[src/rtl/lfsr_stream_cipher.sv]
// Byte-stream XOR cipher keyed from a free-running 64-bit LFSR state.
// Reseeds the LFSR per message and refreshes the key word every 8 bytes.
module lfsr_stream_cipher (
  input  logic        clk,
  input  logic        reset,
  input  logic        start,
  input  logic [7:0]  msg_len,
  input  logic [63:0] key_state,
  output logic        lfsr_load,
  input  logic        in_valid,
  output logic        in_ready,
  input  logic [7:0]  in_data,
  output logic        out_valid,
  input  logic        out_ready,
  output logic [7:0]  out_data,
  output logic        busy,
  output logic        done
);

  typedef enum logic [2:0] {
    IDLE, LOAD, ARM, RUN, DRAIN
  } state_e;

  state_e      state_q, state_d;
  logic [7:0]  rem_q, rem_d;
  logic [2:0]  j_q, j_d;
  logic [63:0] key_q, key_d;
  logic [7:0]  obuf_q, obuf_d;
  logic        ovld_q, ovld_d;
  logic        done_q, done_d;

  logic        run_rdy;
  logic        accept;
  logic        out_hs;

  assign run_rdy = (state_q == RUN) &&
                   (!ovld_q || out_ready);
  assign accept  = run_rdy && in_valid;
  assign out_hs  = ovld_q && out_ready;

  always_ff @(posedge clk or posedge reset) begin
    if (reset) begin
      state_q <= IDLE;
      rem_q   <= '0;
      j_q     <= '0;
      key_q   <= '0;
      obuf_q  <= '0;
      ovld_q  <= 1'b0;
      done_q  <= 1'b0;
    end else begin
      state_q <= state_d;
      rem_q   <= rem_d;
      j_q     <= j_d;
      key_q   <= key_d;
      obuf_q  <= obuf_d;
      ovld_q  <= ovld_d;
      done_q  <= done_d;
    end
  end

  always_comb begin
    state_d = state_q;
    unique case (state_q)
      IDLE: begin
        if (start && (msg_len != 8'd0)) begin
          state_d = LOAD;
        end
      end
      LOAD: state_d = ARM;
      ARM:  state_d = RUN;
      RUN: begin
        if (accept && (rem_q == 8'd1)) begin
          state_d = DRAIN;
        end
      end
      DRAIN: begin
        if (out_hs) begin
          state_d = IDLE;
        end
      end
      default: state_d = IDLE;
    endcase
  end

  always_comb begin
    rem_d  = rem_q;
    j_d    = j_q;
    key_d  = key_q;
    obuf_d = obuf_q;
    ovld_d = ovld_q;
    done_d = 1'b0;

    if ((state_q == IDLE) && start) begin
      if (msg_len != 8'd0) begin
        rem_d = msg_len;
      end else begin
        done_d = 1'b1;
      end
    end

    // LFSR output equals the seed exactly in the ARM cycle
    if (state_q == ARM) begin
      key_d = key_state;
      j_d   = 3'd0;
    end

    if (out_hs) begin
      ovld_d = 1'b0;
    end

    if (accept) begin
      obuf_d = in_data ^ key_q[{j_q, 3'b000} +: 8];
      ovld_d = 1'b1;
      j_d    = j_q + 3'd1;
      rem_d  = rem_q - 8'd1;
      if (j_q == 3'd7) begin
        key_d = key_state;
      end
    end

    if ((state_q == DRAIN) && out_hs) begin
      done_d = 1'b1;
    end
  end

  always_comb begin
    lfsr_load = (state_q == LOAD);
    in_ready  = run_rdy;
    out_valid = ovld_q;
    out_data  = obuf_q;
    busy      = (state_q != IDLE);
    done      = done_q;
  end

endmodule

[config.mk]
export PLATFORM = sky130hd
export DESIGN_NAME = lfsr_stream_cipher
export DESIGN_NICKNAME = d
export VERILOG_FILES = /design/src/rtl/lfsr_stream_cipher.sv
export SDC_FILE = /design/constraint.sdc
export NUM_CORES = 1
export LEC_CHECK = 0
export ABC_CLOCK_PERIOD_IN_PS = 2700
export CAP_MARGIN = 20
export CORE_AREA = 2 2 101 103
export CTS_BUF_LIST = sky130_fd_sc_hd__clkbuf_4
export DETAILED_ROUTE_END_ITERATION = 8
export DIE_AREA = 0 0 103 105
export GPL_ROUTABILITY_DRIVEN = 0
export HOLD_SLACK_MARGIN = 0.03
export PLACE_DENSITY_LB_ADDON = 0.1
export SLEW_MARGIN = 10
export SYNTH_ARGS = -nofsm -noshare
export SYNTH_HDL_FRONTEND = slang
export SYNTH_SLANG_ARGS = --single-unit
[constraint.sdc]
create_clock -name clk -period 2.7 [get_ports clk]
set_clock_uncertainty 0.05 [all_clocks]
set_input_delay 0.54 -clock clk [delete_from_list [all_inputs] [get_ports clk]]
set_output_delay 0.54 -clock clk [all_outputs]
set_load 0.005 [all_outputs]
==> metrics.csv <==
metric,value,unit
DR vias,2747,
Die Height,105,um
largest cells by area after synthesis,"dfrtp_1 (49%), mux2_4 (20%), mux4_2 (8.1%)",
Mapped Cells,298,
IO Pins,98,
Routed wire per std cell,16.9,um
Post-CTS Setup Repair Bufs,0,
die area,0.0108,mm2
H-Tree Level Count,3,
DRT iter0 DRCs,130,
I/O Buffers,97,
share of cells above drive strength 1,0.260,
most frequent cells in the layout,"clkdlybuf4s50_1 (97), dfrtp_1 (88), mux2_4 (60)",
Slew HR,0.592,
HPWL after DPL,6610,um
max-cap violation count,0,
floorplan row count,36,
TritonCTS Buffers,9,
Mean Syn Cell Area,14.9,um2
Worst Tran Pin Value,0.607,ns
Startpoint Class,input port,
WL final,9080,um
CTS max path bufs,2,
dpl ws,0.206,ns
vias in the first global route,2911,
n_diodes,0,
Setup TNS,0,ns
min cycle time layout,2.47,ns
"commonest non-fill, non-tap cell in the layout",clkdlybuf4s50_1,
period utilization,0.915,
Num Clock Sinks,88,
cell taking the most area after synthesis,dfrtp_1,
Resized cells post-CTS,0,
TritonCTS clock tree,built,
CP endpoint kind,output pin,
post-route worst setup slack,0.230,ns
first-pass GRT wire length,14900,um
WP data arrival,1.88,ns
status,completed,
fill count,829,
Initial Utilization,0.462,
VDD IR max,0.000442,V
Final Slew Violations,0,
RSZ-0062 raised after global routing,false,
die span in x,103,um
initial antenna violation count,0,
worst min path class,input port to async pin,
Mapped Area,0.00445,mm2
DRT Pass-1 Iters,4,
worst-skew pair later-pin latency,0.42,ns
vias per std cell,5.12,
CTS root buffer,clkbuf_4,
Reg2Reg Depth,5,
Layout Cells excl Fill,537,
largest net degree at the start of global routing,36,
gr usage total,0.180,
Clock Pin Slew Worst Setup and Hold Paths,0.14,ns
power per cell area,934,mW/mm2
Post-route DRC,0,
Final setup viols,0,
grt ovf,0,
core area,0.00964,mm2
"Net Count, Synth",387,
Final Hold Fails,0,
start of the worst register-to-register path,j_q[0],
R2R Setup Slk,0.70,ns
sequential area share after synthesis,0.495,
dpl cells,521,
overall power,5.31,mW
Critical Path RT,2.11,ns
critical path class,input port to output pin,
final net count,488,
Multi-input gate area,0.00203,mm2
Synth cell types,39,
crit-path max FO,4,
synth-to-layout area growth,27.7,%
Synth top area share,0.495,
max frequency,405,MHz
ANT nets after route,0,
RR Endpoint,out_data[1],
hold_buf cts,0,
WHS,0.447,ns
post-synthesis register bit count,88,
register area,0.00220,mm2
number of synthesis warnings,0,
Pleak,2.55,nW
per-layer routing:
metal | vias up | part of all wire | track usage
met5 | - | 0 | 0
met4 | 0 | 0.0076 | 0.0423
met3 | 4 | 0.047 | 0.0488
met2 | 73 | 0.51 | 0.299
met1 | 1372 | 0.44 | 0.235
li1 | 1298 | - | -
cells by family after synthesis:
group / after synthesis / synth area share
simple gates: 54 / 0.0664
fa+ha+maj: 4 / 0.0112
compound gates: 29 / 0.0436
flops: 88 / 0.495
xor+xnor: 8 / 0.0157
buf+inv: 24 / 0.0495
mux: 91 / 0.319
stage by stage:
step                cell area (um2)  utilization
finish                         5680        0.589
global route                   5680        0.589
CTS                            5680        0.589
detailed placement             5550        0.575
global placement               5550        0.575
floorplan                      4450            -
worst max path at each step:
stage                     startpoint         to  slack (ns)  cells past startpoint
after CTS                  out_ready   in_ready        0.24                      4
after floorplan           msg_len[2]   rem_q[2]        0.84                      5
after global placement     out_ready  key_q[63]        0.21                      6
after global routing       out_ready   in_ready        0.19                      4
final                      out_ready   in_ready        0.23                      4
after detailed placement   out_ready   key_q[1]        0.21                      6
worst max-delay path, stage by stage:
cell	delay [ns]
clkdlybuf4s50_1	0.50
nand2b_1	0.17
and3_1	0.17
clkdlybuf4s50_1	0.50
state kept, by name (all words and copies together) (netlist names):
name	cells
done	1
key_q	64
out_data	8
state_q	3
rem_q	8
out_valid	1
j_q	3
area by class of cell:
class                           instances  area share
Clock buffer                           10      0.0132
Inverter                                6     0.00463
Multi-Input combinational cell        186       0.358
Tap cell                              133      0.0293
Clock inverter                          6      0.0106
Timing Repair Buffer                  108       0.196
Sequential cell                        88       0.388
cell usage after synthesis:
library cell,instances
o21ai_0,2
buf_8,1
ha_1,4
or3_1,2
nor4b_4,1
nor2_1,4
and3_1,2
dfrtp_1,88
o21ai_1,11
and4_1,1
or4_1,3
mux2_4,60
nand2_1,21
nor3_1,3
o32ai_1,1
a21boi_2,1
inv_1,6
mux4_2,16
xor2_1,8
nand2b_1,2
a31o_1,2
nand4_1,1
buf_4,1
a221oi_1,1
nand4b_1,1
nor2b_4,1
nor3b_1,1
o211ai_1,5
mux2_1,5
mux2i_1,10
o21a_1,1
buf_1,1
o221a_1,2
buf_12,6
nand3_1,9
a21oi_1,3
nor4_1,2
buf_2,8
buf_6,1
report_power, final:
| part | switching, mW | leakage (nW) | total (mW) | internal (mW) |
|---|---|---|---|---|
| sequential | 0.405 | 1.03 | 2.35 | 1.94 |
| clock | 0.443 | 0.0754 | 0.733 | 0.289 |
| combinational | 0.733 | 1.45 | 2.22 | 1.49 |
(Power assumes the default switching activity.)
